===== src/rtl/sevenseg_scan_ctrl.sv =====
// Time-multiplexed driver for an N-digit common-anode seven-segment display.
// One digit is lit per REFRESH_DIV-cycle slot; all outputs are registered.
module sevenseg_scan_ctrl #(
  parameter int NUM_DIGITS  = 8,
  parameter int REFRESH_DIV = 100000
) (
  input  logic                    clk,
  input  logic                    rst,
  input  logic                    en,
  input  logic [4*NUM_DIGITS-1:0] data,
  input  logic [NUM_DIGITS-1:0]   dp_in,
  input  logic [NUM_DIGITS-1:0]   blank,
  input  logic                    lz_en,
  output logic [NUM_DIGITS-1:0]   an_l,
  output logic [6:0]              segs_l,
  output logic                    dp_l
);

  localparam int PW = $clog2(REFRESH_DIV);
  localparam int IW = $clog2(NUM_DIGITS);
  localparam logic [PW-1:0] PCNT_LAST = PW'(REFRESH_DIV - 1);
  localparam logic [IW-1:0] IDX_LAST  = IW'(NUM_DIGITS - 1);

  logic [PW-1:0]         pcnt_r;
  logic [IW-1:0]         idx_r;
  logic [NUM_DIGITS-1:0] supp_s;
  logic                  all_zero_s;
  logic [3:0]            nib_s;
  logic                  dark_s;
  logic [NUM_DIGITS-1:0] an_nxt_s;
  logic [6:0]            segs_nxt_s;
  logic                  dp_nxt_s;

  function automatic logic [6:0] hex_enc(input logic [3:0] v);
    logic [6:0] s;
    case (v)
      4'h0: s = 7'h40;
      4'h1: s = 7'h79;
      4'h2: s = 7'h24;
      4'h3: s = 7'h30;
      4'h4: s = 7'h19;
      4'h5: s = 7'h12;
      4'h6: s = 7'h02;
      4'h7: s = 7'h78;
      4'h8: s = 7'h00;
      4'h9: s = 7'h10;
      4'hA: s = 7'h08;
      4'hB: s = 7'h03;
      4'hC: s = 7'h46;
      4'hD: s = 7'h21;
      4'hE: s = 7'h06;
      4'hF: s = 7'h0E;
      default: s = 7'h7F;
    endcase
    return s;
  endfunction

  // Prescaler and digit index; a low enable freezes both, even on terminal count.
  always_ff @(posedge clk or posedge rst) begin
    if (rst) begin
      pcnt_r <= '0;
      idx_r  <= '0;
    end else if (en) begin
      if (pcnt_r == PCNT_LAST) begin
        pcnt_r <= '0;
        idx_r  <= (idx_r == IDX_LAST) ? '0 : idx_r + IW'(1);
      end else begin
        pcnt_r <= pcnt_r + PW'(1);
        idx_r  <= idx_r;
      end
    end else begin
      pcnt_r <= pcnt_r;
      idx_r  <= idx_r;
    end
  end

  // Digit k (k>=1) is suppressed when it and every digit above it are zero.
  always_comb begin
    supp_s     = '0;
    all_zero_s = 1'b1;
    for (int k = NUM_DIGITS - 1; k >= 1; k--) begin
      all_zero_s = all_zero_s & (data[4*k +: 4] == 4'h0);
      supp_s[k]  = lz_en & all_zero_s;
    end
  end

  // Decode the currently selected digit into next-cycle output values.
  always_comb begin
    nib_s      = data[{idx_r, 2'b00} +: 4];
    dark_s     = blank[idx_r] | supp_s[idx_r];
    an_nxt_s   = '1;
    segs_nxt_s = 7'h7F;
    dp_nxt_s   = 1'b1;
    if (en && !dark_s) begin
      an_nxt_s[idx_r] = 1'b0;
      segs_nxt_s      = hex_enc(nib_s);
      dp_nxt_s        = ~dp_in[idx_r];
    end else begin
      an_nxt_s   = '1;
      segs_nxt_s = 7'h7F;
      dp_nxt_s   = 1'b1;
    end
  end

  // Output registers.
  always_ff @(posedge clk or posedge rst) begin
    if (rst) begin
      an_l   <= '1;
      segs_l <= 7'h7F;
      dp_l   <= 1'b1;
    end else begin
      an_l   <= an_nxt_s;
      segs_l <= segs_nxt_s;
      dp_l   <= dp_nxt_s;
    end
  end

endmodule


===== config.mk =====
export PLATFORM = sky130hd
export DESIGN_NAME = sevenseg_scan_ctrl
export DESIGN_NICKNAME = d
export VERILOG_FILES = /design/src/rtl/sevenseg_scan_ctrl.sv
export SDC_FILE = /design/constraint.sdc
export NUM_CORES = 1
export LEC_CHECK = 0
export ABC_AREA = 0
export BUFFER_PORTS_ARGS = -buffer_cell sky130_fd_sc_hd__buf_2
export CORE_UTILIZATION = 47
export CTS_CLUSTER_DIAMETER = 40
export DETAILED_ROUTE_END_ITERATION = 6
export HOLD_SLACK_MARGIN = 0.05
export PLACE_DENSITY = 0.76
export SETUP_SLACK_MARGIN = 0.05
export SLEW_MARGIN = 20
export SYNTH_ARGS = -nofsm -noshare
export SYNTH_HDL_FRONTEND = slang
export SYNTH_SLANG_ARGS = --single-unit

===== constraint.sdc =====
create_clock -name clk -period 2.8 [get_ports clk]
set_input_delay 0.28 -clock clk [delete_from_list [all_inputs] [get_ports clk]]
set_output_delay 0.28 -clock clk [all_outputs]
set_load 0.03 [all_outputs]

# Yosys cells after proc, flatten, opt, wreduce, memory -nomap -nowiden
# Memories as Yosys holds them, arrays and structs flattened.
# Cells that the tools add are included.
[word_totals]
regBits = 36
romBits = 112
input_bits = 52
out_inout_bits = 16
word_cells = 53
n_memories = 1
[memory_table]
columns = ["memory", "depth", "width", "read_ports", "rd_clocked_by_memory_dff", "write_ports", "line", "rtl"]
rows = [
  ["(no name shown)", 16, 7, 1, 0, 0, "36", "case (v)"],
]
[op_classes]
n_addsub = 2
magnitude_cmp = 2
eq_ne = 2
shift = 1
muxes = 13
bitwise = 16
reduce_logical = 11
[ops]
columns = ["cell", "count"]
rows = [
  ["$shiftx 32x6->4", 1],
  ["$logic_not 4->1", 7],
  ["$add 17x1->17 const B", 1],
  ["$eq 17x17->1 const B", 1],
  ["$mux 17", 1],
  ["$and 1x1->1", 13],
  ["$bmux 1 s3", 3],
  ["$mux 8", 1],
  ["$not 8->8", 1],
  ["$mux 7", 1],
  ["$mux 1", 5],
  ["$lt 3x4->1 const B", 1],
  ["$add 3x1->3 const B", 1],
  ["$demux 1 s3", 1],
  ["$eq 3x3->1 const B", 1],
  ["$ge 3x1->1 const B", 1],
  ["$mux 3", 1],
  ["$logic_and 1x1->1", 2],
  ["$reduce_and 2->1", 1],
  ["$logic_not 1->1", 1],
  ["$not 1->1", 1],
  ["$or 1x1->1", 1],
]

# Logic depth before layout (Yosys ltp)
# Gate-level depths: netlist of run 1.
[logic_depth]
word_depth = 14
ltp_mapped = 11
mapped_depth_nobuf = 8

# Worst setup path after synthesis of run 1
# Ideal clock, no wire load.
[synth_path]
path_type = "reg2reg"
startpoint = "reg idx_r[2]"
endpoint = "reg segs_l[0]"
setup_time_ns = 0.094
arrival_time_ns = 2.603
required_ns = 2.706
path_slack_ns = 0.103
path_stages_with_launch = 12
n_path_buf = 3
period_less_slack_ns = 2.697
cell_sequence = "dfrtp_1 -> buf_4 -> buf_4 -> buf_2 -> a21oi_1 -> a211oi_1 -> a311oi_1 -> inv_1 -> ha_1 -> o21ai_0 -> a21oi_1 -> or4b_1"
[synth_via]
elab_chain_len = 6
elab_cells_between_ends = 10
classes_between = "1 x shift; 5 x mux; 1 x bitwise; 2 x reduce/logical; 1 x memory"
[synth_rtl]
columns = ["item", "line", "rtl"]
rows = [
  ["start: declaration", "25", "logic [IW-1:0] idx_r;"],
  ["start signal: assignment", "66", "idx_r <= (idx_r == IDX_LAST) ? '0 : idx_r + IW'(1);"],
  ["start signal: assignment", "69", "idx_r <= idx_r;"],
  ["start signal: assignment", "73", "idx_r <= idx_r;"],
  ["parallel branches: the longest is 5 deep, another holds $mem_v2 16x7", "-", ""],
  ["$mux 7 *", "94", "if (en && !dark_s) begin"],
  ["net segs_nxt_s[0]", "31", "logic [6:0] segs_nxt_s;"],
  ["end signal: assignment", "113", "segs_l <= segs_nxt_s;"],
  ["end: declaration", "15", "output logic [6:0] segs_l,"],
]
# Mark *: on every way through the listed nets, which the timed path passes. The select of a mux whose other input is x is not followed.
# A chain may end at the register's enable or synchronous reset.

# Final worst setup path of run 1
# Ends and elaborated chain as after synthesis.

==> implementation parameters, run 1 <==
Parameter                              Value

Run status
  Status    finished clean

Yosys
  Netlist cell types    58
  Most area-consuming cells after synthesis    dfrtp_1 21%, dfstp_2 18%, mux2i_1 5.6%, ha_1 4.8%, nand3_1 4.3%
  Top-area cell type share of the netlist area    21.4%
  Mean area per synthesized cell    10.1 um2
  Cell accounting for the most synthesized area    dfrtp_1
  Post-synthesis instance total    232
  Warning count from the yosys run    0
  Dominant synthesized flop cell    dfrtp_1
  EDFF count, synth    0
  Flip-flop and latch count after synthesis    36
  Net count after synthesis    293
  Synth cell count leaders    20 x dfrtp_1, 20 x nand3_1, 16 x dfstp_2, 14 x nand2_1, 13 x mux2i_1
  Share of the yosys chip area belonging to registers    39.3%
  Synthesized cell area    2340 um2
  Fraction of registers with async set/reset    100%

Job
  Number of maximum-capacitance violations    0

CTS
  Max Buffers Root-to-Sink    2
  CTS Buf Count    5
  Sink Count    36
  Source-to-sink clock delay at the later pin of the worst-skew pair    280 ps
  Number of levels the H-tree was split into    2
  Clock transition time at the flip-flop clock pins of the worst setup and hold paths    70 ps
  Count of hold buffers inserted by post-cts repair    0
  TritonCTS clock tree    done
  Buffer cell driving the clock tree root    clkbuf_8

Floorplanning
  Core outline area    4750 um2
  DIE HEIGHT    72.6 um
  Total die area    5270 um2
  # rows    25
  I/O pin cnt    68
  Die Width    72.6 um
  Initial Util    49.3%

GRT
  GR Util All Layers    22.3%
  Wire length of the first global-routing pass    9000 um
  Number of antenna violations at the first check in global routing    0
  Number of global-route vias before repair    1972
  Maximum number of pins on one net before global-route repair    37
  Sum of overflow across all layers after global routing    0

STA
  Relative slew margins    60.4%
  Final worst clock skew    9.75 ps
  Final Hold Vio Count    0
  Final max-slew violation count    0
  Hold Worst Slack    90.0 ps
  Share of the clock period used by the worst path after layout    88.0%
  Setup repair after global routing missed its margin    false
  Min Tclk post-route    2460 ps
  Worst Slack Setup Final    336 ps
  Timing-limited maximum frequency    406 MHz
  Transition at the pin with the smallest max-transition slack    589 ps
  Setup TNS after final layout    0 ps
  # setup viols final    0

Finish
  Area occupied by multi-input gates    1310 um2
  Layout Cell Area excl Fill    2870 um2
  Antenna Diode Count    0
  # nets final    365
  Total of fill cells in the finished design    447
  Sequential cell area in the final layout    923 um2
  P&R area growth vs syn    22.6%
  Fraction of layout cells with a size suffix above 1    38.7%
  Fin util    60.4%
  Final Non-Filler Cells    372

Setup path
  Nature of the critical path endpoint    register
  WP data required    2990 ps
  Type of the worst setup path    register to register
  Register-to-Register Setup Slack    340 ps
  Element type at the critical path start    register
  Critical path data arrival time    2660 ps
  Critical path fanouts, max    15

Place
  Post-DP HPWL    4080 um
  Last weighted congestion value of the routability-driven placer    0.919
  Number of input and output port buffers inserted    67
  Number of placed cells counting well taps    364
  Setup WS pre-CTS    200 ps
  Cell Area, Placed    2750 um2

Hold path
  Hold Path Class    primary input to asynchronous set/reset pin

Detailed routing
  Post-detailed-routing wire length    5290 um
  Post-route DRC violation count    0
  DR iter-0 viols    77
  Total via count in the routed design    2068
  Routed wire length per instance    14.2 um
  Vias per cell    5.56
  Pre-antenna DRT Iters    6
  Antenna viol nets, final    0

Pwr
  Reported leakage power    1.32 nW
  PwrDens    467 nW/um2
  Peak ir drop on the vdd network    323 uV
  Power after layout    1.34 mW
-- flip-flops by register name, indices dropped and copies added (netlist names) --
name and flops:
pcnt_r 17, an_l 8, segs_l 7, idx_r 3
dp_l 1
-- worst paths after layout --
| kind | depth (start not counted) | endpoint | startpoint |
|---|---|---|---|
| max in group asynchronous | 3 | an_l[5] | rst |
| worst min register to register | 1 | pcnt_r[16] | pcnt_r[16] |
| min in group clk | 2 | pcnt_r[1] | en |
| worst min-delay path | 3 | idx_r[1] | rst |
| worst max-delay path | 7 | segs_l[0] | idx_r[2] |
| worst max register to register | 7 | segs_l[0] | idx_r[2] |
-- area by class of cell --
cell class / instances / area share, %
Inverter: 7 / 0.915
Multi-Input combinational cell: 177 / 45.7
Clock buffer: 6 / 2.87
Sequential cell: 36 / 32.1
Clock inverter: 2 / 1.18
Timing Repair Buffer: 77 / 14.3
Tap cell: 67 / 2.92
-- timing repair --
action | 4_1_cts | 5_1_grt
endpoints found under the setup margin | 0 | 2
resized for setup | 0 | 2
buffers inserted | 0 | 0
-- cell usage in the layout, fill, tap and decap left out, drive strengths merged, types with 3 or more instances in the layout --
cell     n
nor4     6
nand4    3
xor2     4
or3      3
and3     4
dfrtp   20
clkbuf   6
inv      7
buf     77
o211ai   4
mux2i   13
mux2     7
xnor2    7
nor3     6
a211oi   3
dfstp   16
nand3   20
or4b     3
a21oi    6
o22ai    4
nand2   15
o21ai    9
nor2b    3
ha       9
and4     5
nor2    12
-- report_power, final --
part / leakage, nW / total, mW / switching (mW) / internal (mW)
registers: 0.428 / 0.634 / 0.0542 / 0.580
logic: 0.833 / 0.245 / 0.129 / 0.115
clock network: 0.0588 / 0.464 / 0.177 / 0.287
-- cells by family (layout without fill, tap and decap cells) --
group | after synthesis | in the layout | share of synthesized area, %
AND/OR/NAND/NOR | 91 | 91 | 22.3
AO/OA/AOI/OAI | 44 | 44 | 13.7
flip-flops | 36 | 36 | 39.3
multiplexers | 22 | 22 | 11.2
buffers and inverters | 19 | 92 | 4.65
XOR/XNOR | 11 | 11 | 4.11
adder cells (fa/ha/maj) | 9 | 9 | 4.81
-- critical path, cell delays in order, from the launching register on --
cell	delay, ps
dfrtp_2	540
mux2_2	370
o22ai_1	160
a211o_1	260
inv_1	110
ha_1	240
and3_1	160
or4b_1	520
-- metal layers --
layer	track usage, %	part of all wire (%)	wire length [um]
met1	30.4	48	2520
met2	34.9	46	2420
met3	4.83	4.7	250
met4	8.50	2.0	106
met5	0	0	0
Note: power is estimated with default switching activity, not from simulation.
==> run 2, diff against run 1 <==
Settings changed: BUFFER_PORTS_ARGS -buffer_cell sky130_fd_sc_hd__buf_2 to -buffer_cell sky130_fd_sc_hd__buf_4.
==> run 2 against run 1 <==
First-iteration DRC count is 99% higher. Setup slack got worse by 68 ps. Utilization up 2.8 points. Clock-buffer cell count down 1. Register-to-register slack worse by 70 ps. Clock skew hardly changed. Sequential power hardly changed. Critical endpoint unchanged. Largest power group unchanged. Highest routed layer unchanged.
==> implementation parameters, run 2 (synthesis gave the netlist of run 1 again) <==
Parameter                              Value

Run status
  Status    finished clean (unchanged)

STA
  Share of the clock period used by the worst path after layout    90.4% (was 88.0%)
  Setup TNS after final layout    0 ps (unchanged)
  Final max-slew violation count    0 (unchanged)
  Final worst clock skew    9.33 ps (was 9.75 ps)
  Final Hold Vio Count    0 (unchanged)
  Relative slew margins    61.6% (was 60.4%)
  Timing-limited maximum frequency    395 MHz (was 406 MHz)
  Hold Worst Slack    99.3 ps (was 90.0 ps)
  Setup repair after global routing missed its margin    false (unchanged)
  Min Tclk post-route    2530 ps (was 2460 ps)
  Transition at the pin with the smallest max-transition slack    571 ps (was 589 ps)
  # setup viols final    0 (unchanged)

Place
  Number of input and output port buffers inserted    67 (unchanged)
  Number of placed cells counting well taps    365 (was 364)
  Last weighted congestion value of the routability-driven placer    0.890 (was 0.919)
  Post-DP HPWL    4340 um (was 4080 um)

Detailed routing
  Vias per cell    5.67 (was 5.56)
  Antenna viol nets, final    0 (unchanged)
  Post-detailed-routing wire length    5560 um (was 5290 um)
  Post-route DRC violation count    0 (unchanged)
  Routed wire length per instance    14.9 um (was 14.2 um)
  Total via count in the routed design    2108 (was 2068)
  Pre-antenna DRT Iters    4 (was 6)
  DR iter-0 viols    153 (was 77)

Floorplanning
  Total die area    5270 um2 (unchanged)
  Core outline area    4750 um2 (unchanged)
  # rows    25 (unchanged)
  I/O pin cnt    68 (unchanged)
  Initial Util    49.3% (unchanged)
  Die Width    72.6 um (unchanged)
  DIE HEIGHT    72.6 um (unchanged)

CTS
  Number of levels the H-tree was split into    2 (unchanged)
  Source-to-sink clock delay at the later pin of the worst-skew pair    280 ps (about the same)
  CTS Buf Count    5 (unchanged)
  Clock transition time at the flip-flop clock pins of the worst setup and hold paths    70 ps (about the same)
  Count of hold buffers inserted by post-cts repair    0 (unchanged)
  Sink Count    36 (unchanged)
  Buffer cell driving the clock tree root    clkbuf_8 (unchanged)
  TritonCTS clock tree    done (unchanged)
  Max Buffers Root-to-Sink    2 (unchanged)

GRT
  GR Util All Layers    23.0% (was 22.3%)
  Number of global-route vias before repair    2004 (was 1972)
  Sum of overflow across all layers after global routing    0 (unchanged)
  Wire length of the first global-routing pass    9320 um (was 9000 um)
  Number of antenna violations at the first check in global routing    0 (unchanged)
  Maximum number of pins on one net before global-route repair    37 (unchanged)

Pwr
  Switching power total    0.358 mW (was 0.361 mW)
  Net switching fraction of the power    28.8% (was 26.9%)
  Reported leakage power    1.38 nW (was 1.32 nW)
  Cell internal pwr    0.883 mW (was 0.982 mW)
  Fraction of power consumed by combinational cells    21.6% (was 18.2%)
  Sequential cell fraction of total power    51.2% (was 47.2%)
  Relative contribution of the clock network to total power    27.2% (was 34.6%)
  Peak ir drop on the vdd network    248 uV (was 323 uV)
  PwrDens    413 nW/um2 (was 467 nW/um2)
  Power after layout    1.24 mW (was 1.34 mW)

Finish
  Final Non-Filler Cells    372 (unchanged)
  Fin util    63.2% (was 60.4%)
  Antenna Diode Count    0 (unchanged)
  Leading cell type in the layout, fill and taps excluded    buf_4 (was buf_2)
  Register containing the most flip-flops in the final layout    pcnt_r (unchanged)
  # nets final    366 (was 365)
  P&R area growth vs syn    28.4% (was 22.6%)
  Fraction of layout cells with a size suffix above 1    38.0% (was 38.7%)
  Commonest non-fill, non-tap cells in the layout    78 x buf_4, 20 x nand3_1, 19 x dfrtp_1, 16 x dfstp_2, 14 x nand2_1 (was 67 x buf_2, 20 x nand3_1, 18 x dfrtp_1, 16 x dfstp_2, 14 x nand2_1)
  Number of flip-flops under the largest register name    17 (unchanged)
  Largest registers    pcnt_r (17), an_l (8), segs_l (7) (unchanged)

Setup path
  Largest incremental delay on the critical path    610 ps (was 540 ps)
  Bufs and invs on worst path    1 (unchanged)
  Top delay family on crit path    simple AND/OR/NAND/NOR gates (unchanged)
  R2r worst-path depth    7 (unchanged)
  Nature of the critical path endpoint    register (unchanged)
  Slowest-stage cell, CP    dfrtp_1 (was dfrtp_2)
  Type of the worst setup path    register to register (unchanged)
  Crit Reg-Reg Startpoint    idx_r[0] (was idx_r[2])
  Critical path data arrival time    2730 ps (was 2660 ps)
  Critical path fanouts, max    13 (was 15)
  Cell chain of the critical path    or2b_2 -> o32ai_1 -> a211o_1 -> inv_1 -> ha_1 -> and3_1 -> or4b_1 (was mux2_2 -> o22ai_1 -> a211o_1 -> inv_1 -> ha_1 -> and3_1 -> or4b_1)
  WP data required    3000 ps (was 2990 ps)
  Register-to-Register Setup Slack    270 ps (was 340 ps)
  Terminus of the critical flop-to-flop path    segs_l[0] (unchanged)
  Element type at the critical path start    register (unchanged)

Hold path
  Hold Path Class    primary input to asynchronous set/reset pin (unchanged)

Job
  Number of maximum-capacitance violations    0 (unchanged)
## run 2: worst max path at each step
| stage | from | to | slack, ps | depth (start not counted) |
|---|---|---|---|---|
| floorplan | idx_r[2] | segs_l[0] | 100 | 11 |
| global placement | idx_r[2] | segs_l[3] | 260 | 7 |
| detailed placement | idx_r[2] | segs_l[0] | 210 | 7 |
| CTS | idx_r[2] | segs_l[0] | 190 | 7 |
| global route | idx_r[0] | segs_l[3] | 110 | 7 |
| finish | idx_r[0] | segs_l[0] | 270 | 7 |
## run 2: per-layer routing
| layer | part of all wire, % | global-route usage (%) |
|---|---|---|
| met2 | 46 | 35.5 |
| met1 | 45 | 31.4 |
| met5 | 0 | 0 |
| met3 | 5.8 | 4.28 |
| met4 | 2.6 | 10.5 |
## run 2: metrics by stage
stage                     worst slack, ps  cell area (um2)
after floorplan                       103             2340
after global placement                264             2930
after detailed placement              213             2930
after CTS                             189             3010
after global routing                  109             3010
final                                 268             3010
## run 2: area by class of cell
class | count | area (um2)
Multi-Input combinational cell | 177 | 1310
Clock buffer | 5 | 68.8
Timing Repair Buffer | 78 | 586
Tap cell | 67 | 83.8
Clock inverter | 2 | 7.51
Fill cell | 422 | 1750
Sequential cell | 36 | 922
Inverter | 7 | 26.3
## run 2: worst register-to-register path, cell delays in order, from the launching register on
cell and delay [ps]:
dfrtp_1 610, or2b_2 380, o32ai_1 150, a211o_1 270, inv_1 120, ha_1 240
and3_1 160, or4b_1 510
## run 2: power groups by stage
stage          combinational [mW]  clock (mW)  sequential [mW]
2_1_floorplan               0.150           0            0.647
3_3_place_gp                0.263           0            0.641
3_5_place_dp                0.269           0            0.642
4_1_cts                     0.270       0.345            0.634
5_1_grt                     0.300       0.368            0.646
6_report                    0.268       0.337            0.635
## run 2: what timing repair did
action,4_1_cts,5_1_grt
gates resized for setup,0,1
setup endpoints to repair,0,2
buffers inserted,0,0
